===== src/rtl/mem_ls_ctrl_pkg.sv =====
// rtl/mem_ls_ctrl_pkg.sv - access-type and FSM state encodings shared by the load/store controller
package mem_ls_ctrl_pkg;

    localparam logic [2:0] LS_W  = 3'd0;
    localparam logic [2:0] LS_H  = 3'd1;
    localparam logic [2:0] LS_HU = 3'd2;
    localparam logic [2:0] LS_B  = 3'd3;
    localparam logic [2:0] LS_BU = 3'd4;

    typedef enum logic [1:0] {
        ST_IDLE = 2'd0,
        ST_REQ  = 2'd1,
        ST_DONE = 2'd2
    } ls_state_e;

    function automatic logic ls_is_half(input logic [2:0] t);
        return (t == LS_H) || (t == LS_HU);
    endfunction

    function automatic logic ls_is_byte(input logic [2:0] t);
        return (t == LS_B) || (t == LS_BU);
    endfunction

endpackage


===== src/rtl/mem_ls_ctrl_ls_align.sv =====
// rtl/mem_ls_ctrl_ls_align.sv - combinational misalign check, byte-enable/write-lane generation and load extension
module mem_ls_ctrl_ls_align
    import mem_ls_ctrl_pkg::*;
(
    input  logic [2:0]  req_type,
    input  logic        req_we,
    input  logic [1:0]  req_addr_lo,
    input  logic [31:0] req_data,
    output logic        misaligned,
    output logic [3:0]  be,
    output logic [31:0] wdata,
    input  logic [2:0]  ld_type,
    input  logic [1:0]  ld_addr_lo,
    input  logic [31:0] rdata,
    output logic [31:0] ld_data
);

    logic [7:0]  byte_sel;
    logic [15:0] half_sel;

    // Unknown type codes fall through to word behaviour.
    always_comb begin
        misaligned = 1'b0;
        be         = 4'b1111;
        wdata      = req_data;
        if (ls_is_byte(req_type)) begin
            be    = 4'b0001 << req_addr_lo;
            wdata = {4{req_data[7:0]}};
        end else if (ls_is_half(req_type)) begin
            misaligned = req_addr_lo[0];
            be         = req_addr_lo[1] ? 4'b1100 : 4'b0011;
            wdata      = {2{req_data[15:0]}};
        end else begin
            misaligned = |req_addr_lo;
        end
        if (!req_we) begin
            wdata = '0;
        end
    end

    always_comb begin
        byte_sel = rdata[7:0];
        case (ld_addr_lo)
            2'd0:    byte_sel = rdata[7:0];
            2'd1:    byte_sel = rdata[15:8];
            2'd2:    byte_sel = rdata[23:16];
            default: byte_sel = rdata[31:24];
        endcase
        half_sel = ld_addr_lo[1] ? rdata[31:16] : rdata[15:0];
        case (ld_type)
            LS_B:    ld_data = {{24{byte_sel[7]}}, byte_sel};
            LS_BU:   ld_data = {24'd0, byte_sel};
            LS_H:    ld_data = {{16{half_sel[15]}}, half_sel};
            LS_HU:   ld_data = {16'd0, half_sel};
            default: ld_data = rdata;
        endcase
    end

endmodule


===== src/rtl/mem_ls_ctrl.sv =====
// rtl/mem_ls_ctrl.sv - MEM-stage load/store initiator FSM; define MEM_TRACE_EN to print acked writes
module mem_ls_ctrl
    import mem_ls_ctrl_pkg::*;
#(
    parameter int ADDR_W = 32,
    parameter int DATA_W = 32
) (
    input  logic              clk,
    input  logic              reset,
    input  logic [31:0]       cpu_pc,
    input  logic              cpu_req,
    input  logic              cpu_we,
    input  logic [2:0]        cpu_type,
    input  logic [ADDR_W-1:0] cpu_addr,
    input  logic [DATA_W-1:0] cpu_wdata,
    output logic              cpu_stall,
    output logic              cpu_done,
    output logic [DATA_W-1:0] cpu_rdata,
    output logic              cpu_err,
    output logic              mem_req,
    output logic              mem_we,
    output logic [ADDR_W-1:0] mem_addr,
    output logic [3:0]        mem_be,
    output logic [DATA_W-1:0] mem_wdata,
    input  logic              mem_ack,
    input  logic [DATA_W-1:0] mem_rdata
);

    ls_state_e         state_q, state_d;
    logic              mem_req_q, mem_req_d;
    logic              mem_we_q, mem_we_d;
    logic [ADDR_W-1:0] mem_addr_q, mem_addr_d;
    logic [3:0]        mem_be_q, mem_be_d;
    logic [DATA_W-1:0] mem_wdata_q, mem_wdata_d;
    logic [DATA_W-1:0] cpu_rdata_q, cpu_rdata_d;
    logic [2:0]        type_q, type_d;
    logic [1:0]        addr_lo_q, addr_lo_d;

    logic              al_misaligned;
    logic [3:0]        al_be;
    logic [DATA_W-1:0] al_wdata;
    logic [DATA_W-1:0] al_ld_data;

    mem_ls_ctrl_ls_align u_align (
        .req_type    (cpu_type),
        .req_we      (cpu_we),
        .req_addr_lo (cpu_addr[1:0]),
        .req_data    (cpu_wdata),
        .misaligned  (al_misaligned),
        .be          (al_be),
        .wdata       (al_wdata),
        .ld_type     (type_q),
        .ld_addr_lo  (addr_lo_q),
        .rdata       (mem_rdata),
        .ld_data     (al_ld_data)
    );

    always_comb begin
        state_d     = state_q;
        mem_req_d   = mem_req_q;
        mem_we_d    = mem_we_q;
        mem_addr_d  = mem_addr_q;
        mem_be_d    = mem_be_q;
        mem_wdata_d = mem_wdata_q;
        cpu_rdata_d = cpu_rdata_q;
        type_d      = type_q;
        addr_lo_d   = addr_lo_q;
        cpu_stall   = 1'b0;
        cpu_err     = 1'b0;
        cpu_done    = 1'b0;
        case (state_q)
            ST_IDLE: begin
                if (cpu_req) begin
                    if (al_misaligned) begin
                        cpu_err = 1'b1;
                    end else begin
                        state_d     = ST_REQ;
                        cpu_stall   = 1'b1;
                        mem_req_d   = 1'b1;
                        mem_we_d    = cpu_we;
                        mem_addr_d  = {cpu_addr[ADDR_W-1:2], 2'b00};
                        mem_be_d    = al_be;
                        mem_wdata_d = al_wdata;
                        type_d      = cpu_type;
                        addr_lo_d   = cpu_addr[1:0];
                    end
                end
            end
            ST_REQ: begin
                cpu_stall = 1'b1;
                if (mem_ack) begin
                    cpu_rdata_d = al_ld_data;
                    mem_req_d   = 1'b0;
                    state_d     = ST_DONE;
                end
            end
            ST_DONE: begin
                // cpu_req is still high here; only IDLE may accept the next access.
                cpu_done = 1'b1;
                state_d  = ST_IDLE;
            end
            default: begin
                state_d   = ST_IDLE;
                mem_req_d = 1'b0;
            end
        endcase
    end

    always_ff @(posedge clk or negedge reset) begin
        if (!reset) begin
            state_q     <= ST_IDLE;
            mem_req_q   <= 1'b0;
            mem_we_q    <= 1'b0;
            mem_addr_q  <= '0;
            mem_be_q    <= '0;
            mem_wdata_q <= '0;
            cpu_rdata_q <= '0;
            type_q      <= LS_W;
            addr_lo_q   <= '0;
        end else begin
            state_q     <= state_d;
            mem_req_q   <= mem_req_d;
            mem_we_q    <= mem_we_d;
            mem_addr_q  <= mem_addr_d;
            mem_be_q    <= mem_be_d;
            mem_wdata_q <= mem_wdata_d;
            cpu_rdata_q <= cpu_rdata_d;
            type_q      <= type_d;
            addr_lo_q   <= addr_lo_d;
        end
    end

    assign mem_req   = mem_req_q;
    assign mem_we    = mem_we_q;
    assign mem_addr  = mem_addr_q;
    assign mem_be    = mem_be_q;
    assign mem_wdata = mem_wdata_q;
    assign cpu_rdata = cpu_rdata_q;

`ifdef MEM_TRACE_EN
    logic [31:0] pc_q;

    always_ff @(posedge clk or negedge reset) begin
        if (!reset) begin
            pc_q <= '0;
        end else if (state_q == ST_IDLE && cpu_req && !al_misaligned) begin
            pc_q <= cpu_pc;
        end
    end

    always_ff @(posedge clk) begin
        if (reset && state_q == ST_REQ && mem_ack && mem_we_q) begin
            $display("@%h: *%h <= %h", pc_q, mem_addr_q, mem_wdata_q);
        end
    end
`else
    logic unused_pc;
    assign unused_pc = ^cpu_pc;
`endif

endmodule


===== config.mk =====
export PLATFORM = sky130hd
export DESIGN_NAME = mem_ls_ctrl
export DESIGN_NICKNAME = d
export VERILOG_FILES = /design/src/rtl/mem_ls_ctrl_pkg.sv /design/src/rtl/mem_ls_ctrl_ls_align.sv /design/src/rtl/mem_ls_ctrl.sv
export SDC_FILE = /design/constraint.sdc
export NUM_CORES = 1
export LEC_CHECK = 0
export CORE_MARGIN = 2
export CORE_UTILIZATION = 50
export CTS_CLUSTER_DIAMETER = 40
export DETAILED_ROUTE_END_ITERATION = 12
export DONT_BUFFER_PORTS = 1
export HOLD_SLACK_MARGIN = 0.06
export PLACE_DENSITY = 0.72
export REMOVE_ABC_BUFFERS = 1
export SYNTH_ARGS = -nofsm -noshare
export SYNTH_HDL_FRONTEND = slang
export SYNTH_SLANG_ARGS = --single-unit

===== constraint.sdc =====
create_clock -name clk -period 5.3 [get_ports clk]
set_input_delay 0.53 -clock clk [delete_from_list [all_inputs] [get_ports clk]]
set_output_delay 0.53 -clock clk [all_outputs]
set_load 0.03 [all_outputs]

==> results of run 1 <==
[worst reg2reg max path, stage by stage, from the launching register on]
cell and delay [ps]:
dfrtp_1 450, nand2_1 60, or2_2 530, inv_2 570, o2111ai_2 590, nand3_1 230
[timing repair]
action | in CTS | in global routing
endpoints found under the hold margin | 107 | 0
setup buffers | 0 | 0
setup endpoints to repair | 0 | 0
hold buffers | 1 | 0
[area by class of cell]
type                    count  area, µm²
fillers                   942       5060
flip-flops and latches    107       2680
multi-input cells         317       2540
well taps                 140        175
clock buffers              10        128
clock inverters             6       66.3
inverters                  13       48.8
repair buffers              2       47.5
[cells by family (layout without fill, tap and decap cells)]
group | Yosys count | in the layout | share of synthesized area (%)
AND/OR/NAND/NOR | 133 | 133 | 11.6
flip-flops | 107 | 107 | 49.0
AO/OA/AOI/OAI | 89 | 89 | 11.7
multiplexers | 86 | 86 | 21.5
buffers and inverters | 48 | 31 | 4.74
XOR/XNOR | 6 | 6 | 1.10
adder cells (fa/ha/maj) | 1 | 1 | 0.183
other | 1 | 2 | 0.0686
[worst min-delay path by stage]
stage / slack [ps] / start / to
3_3_place_gp: 240 / reset / cpu_rdata[23]$_DFFE_PN0P_
3_5_place_dp: 240 / reset / cpu_rdata[23]$_DFFE_PN0P_
6_report: 60 / reset / cpu_rdata[31]$_DFFE_PN0P_
4_1_cts: 100 / reset / cpu_rdata[23]$_DFFE_PN0P_
2_1_floorplan: 230 / reset / addr_lo_q[0]$_DFFE_PN0P_
5_1_grt: 110 / reset / cpu_rdata[31]$_DFFE_PN0P_
[cell usage after synthesis (2+ instances only)]
cell type	count
dfrtp_1	107
nand2_1	50
mux2_4	40
nand3_1	29
mux2i_1	26
a21oi_1	23
nor2_1	20
a22oi_1	13
buf_2	12
inv_1	12
nand2b_1	11
nor3b_1	11
o21ai_0	11
mux2_2	10
clkbuf_1	9
a211o_1	8
a32o_1	8
mux4_2	8
o2bb2ai_1	8
buf_4	7
buf_6	5
a22o_1	4
xnor2_1	4
nor2b_1	3
nor3_1	3
a31oi_1	2
buf_1	2
mux2_1	2
nand3b_1	2
o21ai_1	2
[report_power, final]
group / leakage [nW] / internal, mW / total [mW] / switching [mW]
combinational: 1.24 / 0.414 / 0.782 / 0.368
sequential: 1.31 / 1.11 / 1.98 / 0.875
clock: 0.0885 / 0.219 / 0.505 / 0.286
total: 2.64 / 1.74 / 3.27 / 1.53
[sequential cells by signal, indices dropped and copies added (netlist names)]
signal and count:
type_q 3, cpu_rdata 32, mem_addr 30, state_q 2, addr_lo_q 2, mem_req 1, mem_be 4, mem_wdata 32
mem_we 1
[metal layers]
metal,routed length (µm),track usage (%),vias up
li1,-,-,1630
met1,4960,25.9,1830
met2,6270,35.6,210
met3,1790,10.4,13
met4,164,7.33,0
met5,0,0,-
==> flow_summary.ini, run 1 <==
[critical_path]
crit_end = cpu_rdata[16]$_DFFE_PN0P_
crit_type = reg2reg
cp_max_fo = 37
cp_top_family = simple AND/OR/NAND/NOR gates
reg2reg_to = cpu_rdata[16]$_DFFE_PN0P_
slowest_delay_ps = 580
cp.depth = 5
path_buf_inv = 1
cp_cell_sequence = nand2_1, or2_2, inv_2, o2111ai_2, nand3_1
arrival_ps = 2800
critPathLaunch = state_q[0]$_DFFE_PN0P_
rrSetupSlack_ps = 2790
cp.required_ps = 5600
worstReg2RegStart = state_q[0]$_DFFE_PN0P_
cp-start-kind = register
crit_path_top_delay_cell = o2111ai_2
worstRegToRegCells = 5
endpoint_kind = register

[sta]
fin_worst_skew_ps = 13.2
hold_viol_final = 0
fmax_ghz = 0.399
worst_pin_slew_ps = 1190
slew_violations = 0
relSlewSlack_pct = 20.2
period_share_pct = 47.3
post-route-min-period_ps = 2510
rsz0062_at_grt = no
fin_setup_tns_ps = 0
finalSetupViolations = 0
whs_ps = 55.4
worst_slack_ps = 2790

[synth]
yosys-top-cells-area = dfrtp_1 (49%), mux2_4 (11%), mux2i_1 (4.8%)
syn_avg_cell_area_um2 = 11.6
ys_dominant_reg_cell = dfrtp_1
yosysTopAreaCellShare_pct = 49.0
synth_largest_area_cell = dfrtp_1
syn-cell-area_mm2 = 0.00546
synthArstFlopShare_pct = 100
ys_types = 49
synth-edff-count = 0
ys_seq_area_share_pct = 49.0
ys_ff_latch = 107
synthCells = 471
yosys_warnings = 0

[grt]
antenna_found_initial = 0
grt_max_degree = 108
grt_usage_pct = 22.0
grt_pass1_vias = 3847
grt_pass1_wl_um = 20000
overflow = 0

[final_layout]
syn2layout_area_growth_pct = 4.05
fin_util_pct = 52.9
design_area_mm2 = 0.00569
final_common_cell = dfrtp_1
final_cells = 595
layout-drive-gt1-share_pct = 18.0
num_antenna_cells = 0
final_cell_mix = dfrtp_1 (107), nand2_1 (50), mux2_4 (40), nand3_1 (29), mux2i_1 (26)
nNetsFinal = 586

[flow_run]
drv_cap = 0

[clock_tree]
root_buffer = clkbuf_8
cts.reportedPaths.clkPinSlew_ps = 110
clk_latency_ps = 370
clock_sinks = 107
ctsResizeCount = 0
h-tree-depth = 3
cts_tree = yes
cts_buffers = 9
clockBufferDepth = 2

[floorplanning]
die_area_mm2 = 0.0118
die_h_um = 109
die_width_um = 109
pin_count = 241
start_util_pct = 50.9
core-area_mm2 = 0.0107
num_rows = 38

[placement]
postPlaceCellArea_mm2 = 0.00546
hpwl_um = 9230
place_ws_ps = 2740
dpl.cell_count = 578
portBuffers = 0
gp_congestion = 0.781

[power_and_ir_drop]
power.total_mw = 3.27
p_leak_nw = 2.64
p_per_area_mw_per_mm2 = 575
peakVddDrop_mv = 0.314

[outcome]
status = complete, no violations

[route]
drt_iter0_markers = 261
drt_first_pass_iters = 4
antenna_left = 0
vias = 3683
wirelength_um = 13200
drc_errors = 0
via_per_inst = 6.19
wire_per_inst_um = 22.2

[min_path]
hp-class = in2async
(Power assumes the default switching activity.)
==> inputs of run 2 (changes only) <==
Clock period 5.3 ns to 2.5 ns, I/O delays scaled along.
==> flow_summary.ini, run 2 (same netlist as run 1, synthesis figures left out) <==
[critical_path]
cp.required_ps = 2780
cp-start-kind = register
slowest_delay_ps = 640
crit_type = reg2reg
cp_max_fo = 11
arrival_ps = 2300
path_buf_inv = 0
cp_top_family = multiplexers
endpoint_kind = register
cp_cell_sequence = maj3_1, mux2i_1, a22oi_1, a21oi_1
crit_path_top_delay_cell = mux2i_1

[floorplanning]
start_util_pct = 50.9
core-area_mm2 = 0.0107
num_rows = 38
die_area_mm2 = 0.0118
die_width_um = 109
pin_count = 241
die_h_um = 109

[clock_tree]
clk_latency_ps = 370
post_cts_buffers = 0
root_buffer = clkbuf_8
cts.reportedPaths.clkPinSlew_ps = 100
clock_sinks = 107
h-tree-depth = 3
cts_tree = yes
cts_buffers = 9
clockBufferDepth = 2

[power_and_ir_drop]
peakVddDrop_mv = 0.613
p_leak_nw = 2.92
p_per_area_mw_per_mm2 = 1110

[grt]
grt_use_met3_pct = 9.16
grt_pass1_vias = 4154
grt_max_degree = 108
grt_use_met1_pct = 27.4
use_met2_pct = 39.8
overflow = 0
grt_usage_pct = 23.6
top_usage_layer = met2
antenna_found_initial = 0
grt_pass1_wl_um = 21400

[outcome]
violations = hold timing
status = finished, violations left

[final_layout]
final_cell_mix = dfrtp_1 (107), dlygate4sd3_1 (59), nand2_1 (50), mux2_4 (40), nand3_1 (29)
layout-drive-gt1-share_pct = 17.7
num_antenna_cells = 0
fillerInstances = 890
nNetsFinal = 655
syn2layout_area_growth_pct = 15.5
final_common_cell = dfrtp_1

[route]
drc_errors = 0
drt_first_pass_iters = 4
wire_per_inst_um = 21.2
antenna_left = 0
via_per_inst = 6.02
vias = 3994
drt_iter0_markers = 218
wirelength_um = 14100

[sta]
finalSetupViolations = 0
worst_pin_slew_ps = 840
rsz0062_at_grt = no
period_share_pct = 80.8
fin_worst_skew_ps = 7.00
post-route-min-period_ps = 2020
slew_violations = 0
whs_ps = -435
fmax_ghz = 0.495
fin_setup_tns_ps = 0
hold_viol_final = 107
relSlewSlack_pct = 42.4

[min_path]
hp-class = in2async

[placement]
gp_congestion = 0.757
hpwl_um = 9270
portBuffers = 0

[flow_run]
drv_cap = 0
## run 2: layout make-up
| type | instances | area [µm²] | area share, % |
|---|---|---|---|
| flip-flops and latches | 107 | 2680 | 42.4 |
| multi-input cells | 317 | 2540 | 40.3 |
| repair buffers | 71 | 681 | 10.8 |
| well taps | 140 | 175 | 2.78 |
| clock buffers | 10 | 138 | 2.18 |
| inverters | 13 | 48.8 | 0.773 |
| clock inverters | 6 | 47.5 | 0.754 |
## run 2: path summary, 6_finish.rpt
check / start / cells after the start / slack (ps) / end
max: type_q[0]$_DFFE_PN0P_ / 4 / 480 / cpu_rdata[6]$_DFFE_PN0P_
min: reset / 0 / -440 / cpu_rdata[23]$_DFFE_PN0P_
max reg2reg: type_q[0]$_DFFE_PN0P_ / 4 / 480 / cpu_rdata[6]$_DFFE_PN0P_
min reg2reg: state_q[0]$_DFFE_PN0P_ / 2 / 600 / state_q[0]$_DFFE_PN0P_
max in group asynchronous: reset / 0 / 2770 / mem_wdata[31]$_DFFE_PN0P_
min in group clk: cpu_wdata[12] / 2 / 70 / mem_wdata[12]$_DFFE_PN0P_
## run 2: worst register-to-register path, stage by stage, from the launching register on
cell and delay (ps):
dfrtp_1 510, maj3_1 370, mux2i_1 640, a22oi_1 210
a21oi_1 210
## run 2: what timing repair did
action                                  4_1_cts  5_1_grt
endpoints found under the hold margin       168      108
hold buffers                                 58        1
endpoints found under the setup margin        0        0
resized for setup                             0        0
## run 2: per-layer routing
| metal | vias to the layer above | wire length (µm) |
|---|---|---|
| met2 | 215 | 6850 |
| met3 | 17 | 1680 |
| met4 | 0 | 205 |
| li1 | 1775 | - |
| met5 | - | 0 |
| met1 | 1987 | 5360 |
## run 2: through the flow
step	worst slack, ps	util (%)	instance area (µm²)	std cells	power [mW]
global route	369	58.7	6310	664	7.35
floorplan	-3030	-	5260	437	5.45
finish	480	58.7	6310	664	6.99
CTS	509	58.6	6300	663	7.01
detailed placement	533	51.5	5530	589	5.91
global placement	585	51.5	5530	589	5.82
## run 2: power breakdown
| group | internal [mW] | leakage [nW] | switching [mW] |
|---|---|---|---|
| registers | 2.35 | 1.31 | 1.83 |
| logic | 0.974 | 1.52 | 0.831 |
| clock network | 0.401 | 0.0937 | 0.609 |
==> inputs of run 3 (changes only) <==
Settings changed: PLACE_DENSITY 0.72 to 0.75.
Clock period 2.5 ns to 1.62 ns, I/O delays scaled along.
==> flow_summary.ini, run 3 (same netlist as run 1, synthesis figures left out) <==
[floorplanning]
die_area_mm2 = 0.0118
core-area_mm2 = 0.0107
start_util_pct = 50.9
die_width_um = 109
num_rows = 38
pin_count = 241
die_h_um = 109

[flow_run]
drv_cap = 0

[sta]
whs_ps = -532
finalSetupViolations = 0
worst_pin_slew_ps = 827
relSlewSlack_pct = 44.6
fin_worst_skew_ps = 9.33
post-route-min-period_ps = 1590
hold_viol_final = 107
period_share_pct = 98.3
slew_violations = 0
rsz0062_at_grt = yes
fmax_ghz = 0.628

[critical_path]
endpoint_kind = register
slowest_delay_ps = 470
critPathLaunch = addr_lo_q[1]$_DFFE_PN0P_
worstRegToRegCells = 5
rrSetupSlack_ps = 30
worstReg2RegStart = addr_lo_q[1]$_DFFE_PN0P_
cp_max_fo = 9
cp-start-kind = register
arrival_ps = 1880
crit_type = reg2reg
cp_cell_sequence = maj3_1, mux2i_1, buf_4, a22oi_1, a21oi_1
cp.required_ps = 1910
reg2reg_to = cpu_rdata[5]$_DFFE_PN0P_
crit_path_top_delay_cell = dfrtp_2

[outcome]
violations = hold timing
status = finished, violations left

[clock_tree]
cts_buffers = 9
clk_latency_ps = 370
cts.reportedPaths.clkPinSlew_ps = 110
h-tree-depth = 3
clock_sinks = 107
cts_tree = yes
clockBufferDepth = 2
post_cts_buffers = 0
hold_buffers = 92
root_buffer = clkbuf_8

[min_path]
hp-class = in2async

[placement]
dpl.cell_count = 603
postPlaceCellArea_mm2 = 0.00573
hpwl_um = 9480
gp_congestion = 0.828
portBuffers = 0

[route]
vias = 4268
drt_iter0_markers = 514
drt_first_pass_iters = 5
via_per_inst = 5.99
antenna_left = 0
drc_errors = 0
wirelength_um = 15500
wire_per_inst_um = 21.8

[power_and_ir_drop]
p_leak_nw = 3.19
p_switching_mw = 5.26
p_per_area_mw_per_mm2 = 1650
switching_share_pct = 45.8
peakVddDrop_mv = 1.05
intPower_mw = 6.23
seqPwrFrac_pct = 56.1
power_frac_comb_pct = 28.8
p_clk_share_pct = 15.1

[final_layout]
final_cells = 712
final_cell_mix = dfrtp_1 (103), dlygate4sd3_1 (92), nand2_1 (49), mux2_4 (40), nand3_1 (27)
design_area_mm2 = 0.00696
num_antenna_cells = 0
nNetsFinal = 703
final_common_cell = dfrtp_1
layout-drive-gt1-share_pct = 21.5
multiInputGateArea_mm2 = 0.00260
syn2layout_area_growth_pct = 27.3
fillerInstances = 799
seqCellArea_mm2 = 0.00268

[grt]
grt_max_degree = 108
grt_usage_pct = 25.4
grt_pass1_wl_um = 23100
overflow = 0
antenna_found_initial = 0
grt_pass1_vias = 4524
==> run 3: changes by cell type in the layout (fill, tap and decap cells not counted), moves of 2 or more <==
cell           change
nand3_2            +2
dfrtp_2            +4
buf_6              +2
o21ai_0            -2
buf_12             +7
dfrtp_1            -4
nand3_1            -2
buf_4              +5
dlygate4sd3_1     +33
==> run 3: area by class of cell <==
cell class	instances	share of cell area (%)
well taps	140	2.52
clock inverters	6	1.04
flip-flops and latches	107	38.6
repair buffers	119	17.8
multi-input cells	317	37.4
inverters	13	0.701
clock buffers	10	1.98
==> run 3: worst max-delay path by stage <==
stage / to / slack, ps / cells past startpoint
floorplan: addr_lo_q[1]$_DFFE_PN0P_ / -3820 / 4
global placement: cpu_rdata[11]$_DFFE_PN0P_ / 30 / 4
detailed placement: cpu_rdata[13]$_DFFE_PN0P_ / 9 / 4
CTS: cpu_rdata[23]$_DFFE_PN0P_ / 30 / 4
global route: cpu_rdata[15]$_DFFE_PN0P_ / -40 / 5
finish: cpu_rdata[5]$_DFFE_PN0P_ / 30 / 5
==> run 3: worst max-delay path, delay by kind of cell (launching register included) <==
family / cells / cell delay [ps]
fa+ha+maj: 1 / 360
mux: 1 / 180
flops: 1 / 470
compound gates: 2 / 290
buf+inv: 1 / 210
==> run 3: per-layer routing <==
layer	vias to the layer above	track usage, %	share of wire [%]
li1	1874	-	-
met5	-	0	0
met2	264	43.0	49
met3	35	8.74	12
met1	2095	30.1	37
met4	0	8.52	2.3
==> run 3: through the flow <==
stage / total power [mW] / setup TNS (ps) / utilization [%] / setup WS [ps] / hold WS (ps)
floorplan: 8.41 / -273870 / - / -3820 / -134
global placement: 9.22 / 0 / 53.3 / 26.2 / -131
global route: 12.0 / -192 / 64.7 / -43.6 / -556
CTS: 11.3 / 0 / 64.0 / 27.9 / -545
detailed placement: 9.37 / 0 / 53.3 / 9.22 / -132
finish: 11.5 / 0 / 64.7 / 27.3 / -532
==> run 3: power by group through the flow <==
stage	Sequential (mW)	Combinational (mW)	Clock [mW]
global route	6.55	3.58	1.88
finish	6.44	3.31	1.74
detailed placement	6.44	2.93	0
floorplan	6.23	2.18	0
CTS	6.41	3.16	1.77
global placement	6.41	2.80	0
==> run 3: what timing repair did <==
action | in CTS | in global routing
endpoints found under the setup margin | 1 | 64
hold endpoints to repair | 201 | 107
gates cloned | 0 | 1
resized for setup | 3 | 18
pin swaps | 1 | 2
